<file path="src/rtl/btn_pulse_gen_pkg.sv">
// Shared constants for the button front end and the speed/pause controller.
// Holds the channel bit assignments, the system clock rate and the default
// debounce window derived from it.
package btn_pkg;

  // Bit position of each button within btn_raw / btn_level / btn_pulse
  localparam int BTN_SPEED_U = 0;
  localparam int BTN_SPEED_D = 1;
  localparam int BTN_PAUSE   = 2;

  localparam int N_BTN_DEFAULT = 3;

  // System clock shared with the speed controller
  localparam int CLK_FREQ_HZ = 10_000_000;

  // 20 ms of stable input before a level is accepted
  localparam int DEBOUNCE_MS       = 20;
  localparam int DB_CYCLES_DEFAULT = (CLK_FREQ_HZ / 1000) * DEBOUNCE_MS;

  // Counter width able to hold db_cycles-1; never narrower than one bit
  function automatic int db_cnt_width(input int db_cycles);
    return (db_cycles < 2) ? 1 : $clog2(db_cycles);
  endfunction

endpackage

</file>
<file path="src/rtl/btn_pulse_gen_if.sv">
// Button bundle between the board pins and the speed/pause controller.
// The master side drives the raw pins; the slave side (the conditioner)
// returns the debounced levels and one-cycle press pulses.
interface btn_pulse_gen_if #(
  parameter int N_BTN = 3
);

  logic [N_BTN-1:0] btn_raw;
  logic [N_BTN-1:0] btn_level;
  logic [N_BTN-1:0] btn_pulse;

  modport master (
    output btn_raw,
    input  btn_level,
    input  btn_pulse
  );

  modport slave (
    input  btn_raw,
    output btn_level,
    output btn_pulse
  );

endinterface

</file>
<file path="src/rtl/btn_pulse_gen_debounce_ch.sv">
// One button channel: two-flop synchronizer, debounce counter with the
// accepted (stable) level, and a registered press pulse that fires on the
// same edge the stable level goes 0->1.
module btn_debounce_ch
  import btn_pkg::*;
#(
  parameter int DB_CYCLES = DB_CYCLES_DEFAULT
) (
  input  logic clk,
  input  logic rst,
  input  logic btn_raw,
  output logic level,
  output logic raw_pulse
);

  localparam int                 CNT_W   = db_cnt_width(DB_CYCLES);
  localparam logic [CNT_W-1:0]   CNT_MAX = CNT_W'(DB_CYCLES - 1);
  localparam logic [CNT_W-1:0]   CNT_ONE = CNT_W'(1);

  logic             s1;
  logic             s2;
  logic             stable;
  logic [CNT_W-1:0] cnt;

  // Bring the asynchronous pin into the clk domain; only s2 is used later
  always_ff @(posedge clk or posedge rst) begin
    if (rst) begin
      s1 <= 1'b0;
      s2 <= 1'b0;
    end else begin
      s1 <= btn_raw;
      s2 <= s1;
    end
  end

  // Accept a new level only after it has differed from stable for the full window
  always_ff @(posedge clk or posedge rst) begin
    if (rst) begin
      cnt       <= '0;
      stable    <= 1'b0;
      raw_pulse <= 1'b0;
    end else begin
      raw_pulse <= 1'b0;
      if (s2 == stable) begin
        cnt <= '0;
      end else if (cnt == CNT_MAX) begin
        stable    <= s2;
        cnt       <= '0;
        raw_pulse <= s2;
      end else begin
        cnt <= cnt + CNT_ONE;
      end
    end
  end

  assign level = stable;

endmodule

</file>
<file path="src/rtl/btn_pulse_gen.sv">
// Button conditioner feeding the speed/pause controller. Each channel is
// synchronized, debounced and edge-detected independently; the top only
// applies the optional lowest-index-wins mask to the press pulses.
module btn_pulse_gen
  import btn_pkg::*;
#(
  parameter int N_BTN       = N_BTN_DEFAULT,
  parameter int DB_CYCLES   = DB_CYCLES_DEFAULT,
  parameter bit PRIORITY_EN = 1'b0
) (
  input  logic                   clk,
  input  logic                   rst,
  btn_pulse_gen_if.slave         bus
);

  localparam logic [N_BTN-1:0] ONE = N_BTN'(1);

  logic [N_BTN-1:0] raw_pulse;
  logic [N_BTN-1:0] stable_level;
  logic [N_BTN-1:0] pulse_out;

  for (genvar i = 0; i < N_BTN; i++) begin : g_ch
    btn_debounce_ch #(
      .DB_CYCLES (DB_CYCLES)
    ) u_ch (
      .clk       (clk),
      .rst       (rst),
      .btn_raw   (bus.btn_raw[i]),
      .level     (stable_level[i]),
      .raw_pulse (raw_pulse[i])
    );
  end

  if (PRIORITY_EN) begin : g_prio
    // Keep only the lowest set bit; the other simultaneous presses are dropped
    always_comb begin
      pulse_out = raw_pulse & (~raw_pulse + ONE);
    end
  end else begin : g_noprio
    // Channels are independent, every press pulse passes straight through
    always_comb begin
      pulse_out = raw_pulse;
    end
  end

  assign bus.btn_level = stable_level;
  assign bus.btn_pulse = pulse_out;

endmodule

</file>
<file path="src/flat_wrapper.sv">
// flat-port wrapper written by rule: the top's interface ports become plain ports
module btn_pulse_gen_flat import btn_pkg::*;
#(
  parameter int N_BTN       = N_BTN_DEFAULT,
  parameter int DB_CYCLES   = DB_CYCLES_DEFAULT,
  parameter bit PRIORITY_EN = 1'b0
)
  (clk, rst, bus_btn_raw, bus_btn_level, bus_btn_pulse);
  btn_pulse_gen_if #(.N_BTN(N_BTN)) bus_i ();
  input  logic clk;
  input  logic rst;
  input wire logic [$bits(bus_i.btn_raw)-1:0] bus_btn_raw;
  output wire logic [$bits(bus_i.btn_level)-1:0] bus_btn_level;
  output wire logic [$bits(bus_i.btn_pulse)-1:0] bus_btn_pulse;
  assign bus_i.btn_raw = bus_btn_raw;
  assign bus_btn_level = bus_i.btn_level;
  assign bus_btn_pulse = bus_i.btn_pulse;
  btn_pulse_gen #(.N_BTN(N_BTN), .DB_CYCLES(DB_CYCLES), .PRIORITY_EN(PRIORITY_EN)) u_core (.clk(clk), .rst(rst), .bus(bus_i));
endmodule
</file>
<file path="config.mk">
export PLATFORM = sky130hd
export DESIGN_NAME = btn_pulse_gen_flat
export DESIGN_NICKNAME = d
export VERILOG_FILES = /design/src/rtl/btn_pulse_gen_pkg.sv /design/src/rtl/btn_pulse_gen_if.sv /design/src/rtl/btn_pulse_gen_debounce_ch.sv /design/src/rtl/btn_pulse_gen.sv /design/src/flat_wrapper.sv
export SDC_FILE = /design/constraint.sdc
export NUM_CORES = 1
export LEC_CHECK = 0
export ABC_AREA = 1
export CAP_MARGIN = 20
export CELL_PAD_IN_SITES_DETAIL_PLACEMENT = 1
export CELL_PAD_IN_SITES_GLOBAL_PLACEMENT = 1
export CORE_AREA = 2 2 98 124
export DETAILED_ROUTE_END_ITERATION = 12
export DIE_AREA = 0 0 100 126
export PLACE_DENSITY = 0.53
export RECOVER_POWER = 50
export SETUP_SLACK_MARGIN = 0.05
export SLEW_MARGIN = 20
export SYNTH_ARGS = -nofsm -noshare
export SYNTH_HDL_FRONTEND = slang
export SYNTH_SLANG_ARGS = --single-unit
</file>
<file path="constraint.sdc">
create_clock -name clk -period 3.64 [get_ports clk]
set_clock_uncertainty 0.05 [all_clocks]
set_input_delay 0.728 -clock clk [delete_from_list [all_inputs] [get_ports clk]]
set_output_delay 0.728 -clock clk [all_outputs]
set_load 0.05 [all_outputs]
</file>
# == Word-level counts from Yosys, hierarchy flattened ==
# Cells that the tools add are included.
# classes
addsub,3
eq_ne,6
reduce_logical,3
n_bitwise,3
muxes,12
# ops
cell,count
2-to-1 mux 18 bit,6
"adder 18 x 1 -> 18 bit, second input constant",3
"equality test 18 bit, second input constant",3
2-to-1 mux 1 bit,6
AND reduction 2 bit,3
equality test 1 bit,3
NOT 1 bit,3
# word_totals
ff_bits,66
inputBits,5
elab_cells,42
output_inout_bits,6

# == Logic depth before layout (Yosys ltp) ==
# Gate-level depths: netlist of the first run.
# depth
word_depth,3
ltp_mapped,9
ltp_nobuf,9

# == By module ==
# From an unflattened synthesis of the first run, not the netlist that was laid out.
# unflattened
hier_cells,390
hier_area_um2,3509.6
# modules_own_cells
mod,area_each_um2,cells_per_inst,seq_area_each_um2,n_inst
btn_debounce_ch,1169.9,130,550.5,3

# == Least setup slack after synthesis of the first run ==
# OpenSTA, ideal clock, no wires.
# synth_timing
kind,register to output
startpoint,register u_core.g_ch[2].u_ch.stable
endpoint,output bus_btn_level[2]
path_slack_ps,2281
required_time_ps,2862
stages_incl_launch_ff,2
t_arrival_ps,581
n_path_buf,1
path_cell_list,dfrtp_1 buf_4
# synth_lines
item,line,text
from (decl),btn_pulse_gen_debounce_ch.sv:22,logic stable;
from (signal assigned),btn_pulse_gen_debounce_ch.sv:40,stable <= 1'b0;
from (signal assigned),btn_pulse_gen_debounce_ch.sv:47,stable <= s2;
to (decl),flat_wrapper.sv:13,output wire logic [$bits(bus_i.btn_level)-1:0] bus_btn_level;
# No word-level cell between the ends.

# == Final worst setup path of the first run ==
# layout_timing
startpoint,register u_core.g_ch[2].u_ch.stable
endpoint,output bus_btn_level[2]
# No word-level cell between the ends.

==> results of run 1 <==
[through the flow]
step / std cells / hold WS [ns] / utilization, %
after global routing: 576 / 0.315 / 34.5
after global placement: 561 / 0.285 / 31.7
after detailed placement: 561 / 0.292 / 31.7
after floorplan: 418 / 0.281 / -
final: 576 / 0.302 / 34.5
after CTS: 576 / 0.305 / 34.8
[metal layers]
layer	share of wire, %	track usage (%)	up-vias
met5	0	0	-
met4	1.8	5.48	0
met3	2.2	2.61	10
met2	49	23.5	20
met1	47	17.6	1305
li1	-	-	1331
[power groups by stage]
stage / Clock (mW) / Combinational [mW] / Sequential, mW
after CTS: 1.06 / 0.0590 / 0.754
after global placement: 0 / 0.0579 / 0.767
after detailed placement: 0 / 0.0588 / 0.768
final: 1.03 / 0.0539 / 0.754
after floorplan: 0 / 0.0366 / 0.765
after global routing: 1.09 / 0.0645 / 0.756
[registers in the layout, indices dropped and copies added, names as in the netlist]
signal,flops
u_core.g_ch.u_ch.cnt,54
u_core.g_ch.u_ch.level,3
u_core.g_ch.u_ch.raw_pulse,3
u_core.g_ch.u_ch.s1,3
u_core.g_ch.u_ch.s2,3
[Yosys cell counts (all sizes together)]
master	number	area (sq um)
nor3b	1	7.51
xnor2	13	114
ha	3	37.5
nor3	13	65.1
o21ai	9	45.0
xor2	19	166
buf	6	45.0
o21a	3	22.5
nand4	12	75.1
inv	51	191
dfrtp	66	1650
nand2	88	353
nor2	103	442
nand3	21	115
a21oi	10	50.1
[cells by family (layout without fill, tap and decap cells)]
group / count (synthesis) / count (layout) / share of synthesized area, %
buffers and inverters: 57 / 77 / 6.99
DFF: 66 / 66 / 48.9
xor gates and xnor gates: 32 / 32 / 8.29
adders and majority gates: 3 / 3 / 1.11
and+or+nand+nor: 238 / 238 / 31.3
AOI/OAI and AO/OA: 22 / 22 / 3.48
[cell type report]
cell class | instances | area share [%]
Tap cell | 138 | 4.37
Clock buffer | 11 | 6.40
Clock inverter | 4 | 2.50
Sequential cell | 66 | 41.8
Multi-Input combinational cell | 295 | 37.0
Inverter | 51 | 4.85
Timing Repair Buffer | 11 | 3.04
[path summary, 6_finish.rpt]
path	slack [ns]	end	startpoint
setup / recovery	1.30	bus_btn_level[2]	u_core.g_ch[2].u_ch.level
hold / removal	0.30	u_core.g_ch[0].u_ch.s2	u_core.g_ch[0].u_ch.s1
setup reg to reg	1.84	u_core.g_ch[1].u_ch.cnt[11]	u_core.g_ch[1].u_ch.cnt[0]
hold reg to reg	0.30	u_core.g_ch[0].u_ch.s2	u_core.g_ch[0].u_ch.s1
max in group asynchronous	1.64	u_core.g_ch[0].u_ch.cnt[16]	rst
min in group asynchronous	1.11	u_core.g_ch[2].u_ch.cnt[17]	rst
==> metrics.md, run 1 <==
| Metric | Value |
|---|---|
| Outcome | finished, final reports clean |
| CTS clk-pin slew, worst paths | 0.06 ns |
| Final WL | 7800 microns |
| DR iter-0 viols | 44 |
| Headroom to the max-slew limit | 20.7% |
| FF+latch area | between 1500 and 2000 sq um |
| Syn avg cell area | ~8.1 sq um |
| Clock Tree Root | clkbuf_16 |
| CP bufs+invs | 1 |
| Num CTS Buffers | 9 |
| Multi-input gate area | 1460 sq um |
| Power Internal | 1.47 mW |
| Seq cells post-synth | 66 |
| Slowest CP cell | clkdlybuf4s50_1 |
| # fillers | 1396 |
| Max clock buf depth | 2 |
| Critical Path Start Type | flip-flop |
| Io pins | 11 |
| Final hold viol count | 0 |
| Pins Over Slew Limit | 0 |
| Post-DP Area | 3630 sq um |
| CP required | 2.86 ns |
| Die Span X | 100 microns |
| Clock latency at the later pin of the worst-skew pair | 0.33 ns |
| Gr ovfl total | 0 |
| Dpl ws | 1.65 ns |
| Leak | 1.71 nW |
| CTS hold repair buffers | 0 |
| Commonest cells after routing, fill and taps aside | nor2_1, nand2_1, dfrtp_1 |
| Max_cap viols | 0 |
| Die area | about 13000 sq um |
| Initial DRT Pass Iterations | 4 |
| Worst setup margin | 1.30 ns |
| Hold WC Path Type | flip-flop to flip-flop |
| Largest net degree at the start of global routing | 39 |
| WL/cell | 13.5 microns |
| Global-route wire length before repair | 13900 microns |
| Syn Inst Count | approximately 420 |
| Kind of critical path | flip-flop to output port |
| Seq pwr share | 41.1% |
| Total GRT Usage | 14.0% |
| RSZ-0062 raised after global routing | false |
| FF-to-FF path depth | 6 |
| Design Area, Final | 3950 sq um |
| Post-synth cell types | 21 |
| Commonest non-fill, non-tap cell in the layout | nor2_1 |
| Total Nets Final | approximately 440 |
| CP Capture Type | output port |
| Initial antenna violation count | 0 |
| Levels on crit path | 1 |
| GP Congestion | roughly 0.76 |
| Setup TNS | 0 ns |
| Die Ht | ~130 microns |
| Worst-Margin Slew | 1.19 ns |
| Final setup viols | 0 |
| Worst stage delay on the critical path | 0.83 ns |
| Register area share after synthesis | between 40 and 50% |
| Via Count | about 2700 |
| Number of diodes | 0 |
| Fmax | 428 MHz |
| I/O Buffers | 10 |
| Combinational share of power | around 2.9% |
| Final ANT Viol Nets | 0 |
| Net Sw Power | 370 uW |
| Std-Cell Rows | 44 |
| PostCTS Resize Cnt | 0 |
| Pwr Density | 465 nW/um^2 |
| Clock Sinks | between 60 and 70 |
| Hold depth | 0 |
| CP max FO | 4 |
| Number of global-route vias before repair | 2885 |
| Initial Util | just under 30% |
| Layout cells sized above 1 | 8.22% |
| H-tree Lvls | 3 |
| Postcts setup bufs | 0 |
| Final Critical Period | 2.34 ns |
| Sw frac | 20.1% |
| Drc violations | 0 |
| Maximum VDD drop | 0.000238 V |
| Final Cycle Share | 64.2% |
| Syn Std Cell Area | 3380 sq um |
| Syn nets | 426 |
| Clock share of power | 56.0% |
| Via density | 4.63 |
| Crit-path cells | clkdlybuf4s50_1 |
| Area delta synth->final | 16.8% |
| Synth Warn # | 0 |
| Core region area | 11500 sq um |
| Overall power | 1.84 mW |
| Data arrival, critical path | 1.56 ns |
| CP top delay family | buffers and inverters |
| CTS tree | done |
| DP HPWL | 5840 microns |
Note: power is estimated with default switching activity, not from simulation.
==> run 2: changes to the inputs <==
Clock period 3.64 ns to 2.25 ns, I/O delays scaled along.
==> metrics.md, run 2 (synthesis results as in run 1) <==
| Metric | Value |
|---|---|
| Initial Util | 29.5% (unchanged) |
| Maximum VDD drop | 0.000288 V (was 0.000238 V) |
| Commonest non-fill, non-tap cell in the layout | nor2_1 (unchanged) |
| Post-DP Area | 3640 sq um (was 3630 sq um) |
| Area delta synth->final | 15.6% (was 16.8%) |
| Gr ovfl total | 0 (unchanged) |
| Initial antenna violation count | 0 (unchanged) |
| Io pins | 11 (unchanged) |
| GP Congestion | 0.817 (was 0.764) |
| Setup TNS | 0 ns (unchanged) |
| Final Cycle Share | 91.0% |
| Overall power | 2.64 mW (was 1.84 mW) |
| Largest register FFs | 54 (unchanged) |
| WL/cell | 13.7 microns (was 13.5 microns) |
| Layout cells sized above 1 | 10.7% (was 8.22%) |
| I/O Buffers | 10 (unchanged) |
| Std-Cell Rows | 44 (unchanged) |
| DR iter-0 viols | 47 (was 44) |
| Die Ht | 126 microns (unchanged) |
| CP max FO | 4 (unchanged) |
| Postcts setup bufs | 0 (unchanged) |
| Final hold viol count | 0 (unchanged) |
| Most flop-heavy register | u_core.g_ch.u_ch.cnt (unchanged) |
| Clock Sinks | 66 (unchanged) |
| Via Count | 2670 (was 2666) |
| Initial DRT Pass Iterations | 4 (unchanged) |
| CTS tree | done (unchanged) |
| CP Capture Type | output port (unchanged) |
| Critical Path Start Type | flip-flop (unchanged) |
| Worst-Margin Slew | 0.946 ns (was 1.19 ns) |
| Pins Over Slew Limit | 0 (unchanged) |
| Via density | 4.62 (was 4.63) |
| Post-Layout Cell Count | 578 (was 576) |
| Final WL | 7950 microns (was 7800 microns) |
| Pwr Density | 675 nW/um^2 (was 465 nW/um^2) |
| Fmax | 488 MHz |
| PostCTS Resize Cnt | 0 (unchanged) |
| Max_cap viols | 0 (unchanged) |
| Core region area | 11500 sq um (unchanged) |
| Final setup viols | 0 (unchanged) |
| Crit-path cells | clkdlybuf4s50_1 (unchanged) |
| Final Critical Period | 2.05 ns |
| Clock latency at the later pin of the worst-skew pair | 0.33 ns (about the same) |
| Minimum hold slack | 0.299 ns (was 0.302 ns) |
| CP required | 1.75 ns (was 2.86 ns) |
| Kind of critical path | flip-flop to output port (unchanged) |
| Global-route wire length before repair | 14000 microns (was 13900 microns) |
| H-tree Lvls | 3 (unchanged) |
| Headroom to the max-slew limit | 36.9% (was 20.7%) |
| Util after Layout | 34.1% (was 34.5%) |
| Slowest CP cell | clkdlybuf4s50_1 (unchanged) |
| Total GRT Usage | 14.3% (was 14.0%) |
| CTS clk-pin slew, worst paths | 0.05 ns (was 0.06 ns) |
| Outcome | finished, final reports clean (unchanged) |
| Drc violations | 0 (unchanged) |
| CP bufs+invs | 1 (unchanged) |
| Commonest cells after routing, fill and taps aside | nor2_1, nand2_1, dfrtp_1 (unchanged) |
| Final ANT Viol Nets | 0 (unchanged) |
| Design Area, Final | 3910 sq um (was 3950 sq um) |
| Die area | 12600 sq um (unchanged) |
| DP HPWL | 5900 microns (was 5840 microns) |
| Worst setup margin | 0.202 ns (was 1.30 ns) |
| CTS hold repair buffers | 0 (unchanged) |
| Num CTS Buffers | 9 (unchanged) |
| Worst stage delay on the critical path | 0.82 ns (was 0.83 ns) |
| Data arrival, critical path | 1.55 ns (was 1.56 ns) |
| CP top delay family | buffers and inverters (unchanged) |
| Largest net degree at the start of global routing | 67 (was 39) |
| Number of diodes | 0 (unchanged) |
| Hold WC Path Type | flip-flop to flip-flop (unchanged) |
| Dpl cells | 562 (was 561) |
| Number of global-route vias before repair | 2944 (was 2885) |
| Die Span X | 100 microns (unchanged) |
| Clock Tree Root | clkbuf_16 (unchanged) |
| Dpl ws | 0.539 ns (was 1.65 ns) |
| Total Nets Final | 443 (was 442) |
| RSZ-0062 raised after global routing | false (unchanged) |
| Max clock buf depth | 2 (unchanged) |
| Leak | 1.67 nW (was 1.71 nW) |
[run 2: changes by cell type in the layout (fill, tap and decap cells not counted), moves of 3 or more]
cell / delta
bufinv_16: -3
inv_1: -3
nand2_1: -3
nand2_2: +3
nor2_1: -4
nor2_2: +3
[run 2: worst paths after layout]
check / start / end / slack, ns / cells after the start
worst max-delay path: u_core.g_ch[2].u_ch.level / bus_btn_level[2] / 0.20 / 1
worst min-delay path: u_core.g_ch[0].u_ch.s1 / u_core.g_ch[0].u_ch.s2 / 0.30 / 0
worst max register to register: u_core.g_ch[0].u_ch.cnt[0] / u_core.g_ch[0].u_ch.cnt[10] / 0.65 / 6
worst min register to register: u_core.g_ch[0].u_ch.s1 / u_core.g_ch[0].u_ch.s2 / 0.30 / 0
max in group asynchronous: rst / u_core.g_ch[0].u_ch.raw_pulse / 0.68 / 3
min in group asynchronous: rst / u_core.g_ch[1].u_ch.cnt[5] / 0.84 / 3
[run 2: final cells by class]
type	instances	area (sq um)
multi-input cells	295	1490
flip-flops and latches	66	1650
well taps	138	173
clock inverters	2	10.0
fillers	1379	7540
clock buffers	14	274
inverters	51	191
repair buffers	12	115
[run 2: metal layers]
metal	wire length [microns]	share of wire (%)	GRT usage [%]	vias up
li1	-	-	-	1325
met1	3640	46	17.1	1316
met2	4020	51	24.6	18
met3	143	1.8	3.00	11
met4	148	1.9	6.20	0
met5	0	0	0	-
[run 2: power breakdown]
group	total (mW)	leakage, nW	internal, mW	switching [mW]
registers	1.22	0.901	1.21	0.0146
clock network	1.33	0.143	0.833	0.500
logic	0.0856	0.631	0.0253	0.0603
==> run 3: changes to the inputs <==
Settings changed: CORE_AREA 2 2 98 124 to 2 2 100 126, DIE_AREA 0 0 100 126 to 0 0 102 128, PLACE_DENSITY 0.53 to 0.52, SYNTH_HIERARCHICAL set to 1.
==> metrics.md, run 3 <==
| Metric | Value |
|---|---|
| Clock Sinks | 66 (unchanged) |
| Slowest CP cell | clkdlybuf4s50_1 (unchanged) |
| Layout cells sized above 1 | 24.1% (was 10.7%) |
| WL/cell | 13.0 microns (was 13.7 microns) |
| Syn Std Cell Area | 3510 sq um (was 3380 sq um) |
| Seq pwr share | 44.2% (was 46.3%) |
| Leak | 1.70 nW (was 1.67 nW) |
| CP max FO | 4 (unchanged) |
| Clock latency at the later pin of the worst-skew pair | 0.33 ns (about the same) |
| Synth area leaders | dfrtp_1, nor2_2, nor2_1, xnor2_1, nand2_1 (was dfrtp_1, nor2_1, nand2_1, inv_1, xor2_1) |
| Final setup viols | 0 (unchanged) |
| DR iter-0 viols | 83 (was 47) |
| Total GRT Usage | 13.4% (was 14.3%) |
| Combinational share of power | 3.7% (was 3.2%) |
| Kind of critical path | flip-flop to output port (unchanged) |
| Final ANT Viol Nets | 0 (unchanged) |
| CTS clk-pin slew, worst paths | 0.05 ns (about the same) |
| CTS tree | done (unchanged) |
| DP HPWL | 5630 microns (was 5900 microns) |
| GP Congestion | 0.797 (was 0.817) |
| Design Area, Final | 4140 sq um (was 3910 sq um) |
| Largest register FFs | 54 (unchanged) |
| Worst stage delay on the critical path | 0.84 ns (was 0.82 ns) |
| Synth Warn # | 6 (was 0) |
| Global-route wire length before repair | 13500 microns (was 14000 microns) |
| Via Count | 2562 (was 2670) |
| CP Capture Type | output port (unchanged) |
| Seq cells post-synth | 66 (unchanged) |
| Initial DRT Pass Iterations | 4 (unchanged) |
| CP bufs+invs | 1 (unchanged) |
| Clock Tree Root | clkbuf_16 (unchanged) |
| Max_cap viols | 0 (unchanged) |
| Area delta synth->final | 17.8% (was 15.6%) |
| Sw frac | 21.1% (was 21.8%) |
| Number of synthesized flops with an enable pin | 0 (unchanged) |
| Net Sw Power | 584 uW (was 575 uW) |
| Setup TNS | 0 ns (unchanged) |
| Largest net degree at the start of global routing | 23 (was 67) |
| Final Cycle Share | 93.1% (was 91.0%) |
| Final WL | 7600 microns (was 7950 microns) |
| Initial Util | 29.4% (was 29.5%) |
| I/O Buffers | 10 (unchanged) |
| Final Critical Period | 2.09 ns (was 2.05 ns) |
| Headroom to the max-slew limit | 18.0% (was 36.9%) |
| Largest area contributor in the netlist | dfrtp_1 (unchanged) |
| Crit-path cells | clkdlybuf4s50_1 (unchanged) |
| Total Nets Final | 423 (was 443) |
| Syn Inst Count | 390 (was 418) |
| Pwr Density | 668 nW/um^2 (was 675 nW/um^2) |
| Outcome | finished, final reports clean (unchanged) |
| Clock share of power | 52.1% (was 50.5%) |
| CP top delay family | buffers and inverters (unchanged) |
| Max clock buf depth | 2 (unchanged) |
| Post-synth cell types | 23 (was 21) |
| Core region area | 11900 sq um (was 11500 sq um) |
| PostCTS Resize Cnt | 0 (unchanged) |
| CTS hold repair buffers | 0 (unchanged) |
| Via density | 4.39 (was 4.62) |
| Pins Over Slew Limit | 0 (unchanged) |
| Num CTS Buffers | 9 (unchanged) |
| Maximum VDD drop | 0.000444 V (was 0.000288 V) |
| Postcts setup bufs | 0 (unchanged) |
| Data arrival, critical path | 1.59 ns (was 1.55 ns) |
| Most frequent cell after synthesis | dfrtp_1 (was nor2_1) |
| Gr ovfl total | 0 (unchanged) |
| Syn nets | 398 (was 426) |
| Initial antenna violation count | 0 (unchanged) |
| Most flop-heavy register | u_core/g_ch.u_ch/cnt (was u_core.g_ch.u_ch.cnt) |
| Std-Cell Rows | 45 (was 44) |
| CP required | 1.75 ns (about the same) |
| Asr flop ratio synth | 100% (unchanged) |
| Post-synth top cells | dfrtp_1, nor2_1, nand2_1, nor2_2, inv_1 (was nor2_1, nand2_1, dfrtp_1, inv_1) |
| Number of global-route vias before repair | 2834 (was 2944) |
| Commonest non-fill, non-tap cell in the layout | dfrtp_1 (was nor2_1) |
| Final hold viol count | 0 (unchanged) |
| RSZ-0062 raised after global routing | false (unchanged) |
| Power Internal | 2.18 mW (was 2.06 mW) |
| Top-area cell type share of the netlist area | 47.1% (was 48.9%) |
| Critical Path Start Type | flip-flop (unchanged) |
| Hold WC Path Type | flip-flop to flip-flop (unchanged) |
| Register area share after synthesis | 47.1% (was 48.9%) |
| Die Ht | 128 microns (was 126 microns) |
| Commonest cells after routing, fill and taps aside | dfrtp_1, nor2_1, nand2_1 (was nor2_1, nand2_1, dfrtp_1) |
| Number of diodes | 0 (unchanged) |
| # fillers | 1433 (was 1379) |
| Die Span X | 102 microns (was 100 microns) |
| Post-DP Area | 3840 sq um (was 3640 sq um) |
| Main synth FF type | dfrtp_1 (unchanged) |
| Drc violations | 0 (unchanged) |
| Die area | 13100 sq um (was 12600 sq um) |
| Syn avg cell area | 9.00 sq um (was 8.09 sq um) |
| Io pins | 11 (unchanged) |
| Fmax | 478 MHz (was 488 MHz) |
| H-tree Lvls | 3 (unchanged) |
| Worst-Margin Slew | 1.23 ns (was 0.946 ns) |
## run 3: cells by family (layout without fill, tap and decap cells)
kind of cell | after synthesis | in the layout | share of synthesized area, %
AO/OA/AOI/OAI | 18 | 18 | 3.42
XOR/XNOR | 39 | 39 | 10.4
adder cells (fa/ha/maj) | 3 | 3 | 1.07
buffers and inverters | 42 | 71 | 4.49
flip-flops | 66 | 66 | 47.1
AND/OR/NAND/NOR | 222 | 222 | 33.6
## run 3: final timing paths
path	depth (start not counted)	start	slack, ns	end
worst max-delay path	1	u_core/g_ch[2].u_ch/level	0.16	bus_btn_level[2]
worst min-delay path	0	u_core/g_ch[2].u_ch/s1	0.30	u_core/g_ch[2].u_ch/s2
worst max register to register	6	u_core/g_ch[1].u_ch/cnt[0]	0.65	u_core/g_ch[1].u_ch/cnt[5]
worst min register to register	0	u_core/g_ch[2].u_ch/s1	0.30	u_core/g_ch[2].u_ch/s2
max in group asynchronous	3	rst	0.42	u_core/g_ch[2].u_ch/cnt[3]
min in group asynchronous	3	rst	0.75	u_core/g_ch[1].u_ch/cnt[12]
## run 3: metal layers
metal / global-route usage, % / vias up / share of wire [%] / wire [microns]
li1: - / 1280 / - / -
met1: 16.2 / 1247 / 44 / 3360
met2: 22.5 / 25 / 51 / 3890
met3: 4.20 / 10 / 3.0 / 225
met4: 4.71 / 0 / 1.6 / 121
met5: 0 / - / 0 / 0
## run 3: final cells by class
type                       instances  area [sq um]  share of cell area (%)
inverter                          42           158                    3.81
tap                              164           205                    4.96
multi-input combinational        282          1700                    41.1
clock inverter                     2          35.0                   0.847
sequential                        66          1650                    39.9
timing repair buffer              14           115                    2.78
clock buffer                      13           270                    6.54
## run 3: stage by stage
stage	std cells	worst slack, ns	power [mW]	util [%]	hold WS [ns]
2_1_floorplan	390	0.841	1.31	-	0.281
3_3_place_gp	568	0.503	1.35	32.2	0.286
3_5_place_dp	568	0.503	1.35	32.2	0.297
4_1_cts	583	0.130	2.83	34.8	0.303
5_1_grt	583	0.102	2.90	34.6	0.310
6_report	583	0.156	2.76	34.6	0.301
## run 3: power groups by stage
stage                     Clock, mW  Combinational (mW)  Sequential (mW)
after global routing           1.56               0.120             1.22
after floorplan                   0              0.0749             1.24
after CTS                      1.50               0.113             1.22
after global placement            0               0.110             1.24
final                          1.44               0.102             1.22
after detailed placement          0               0.112             1.24
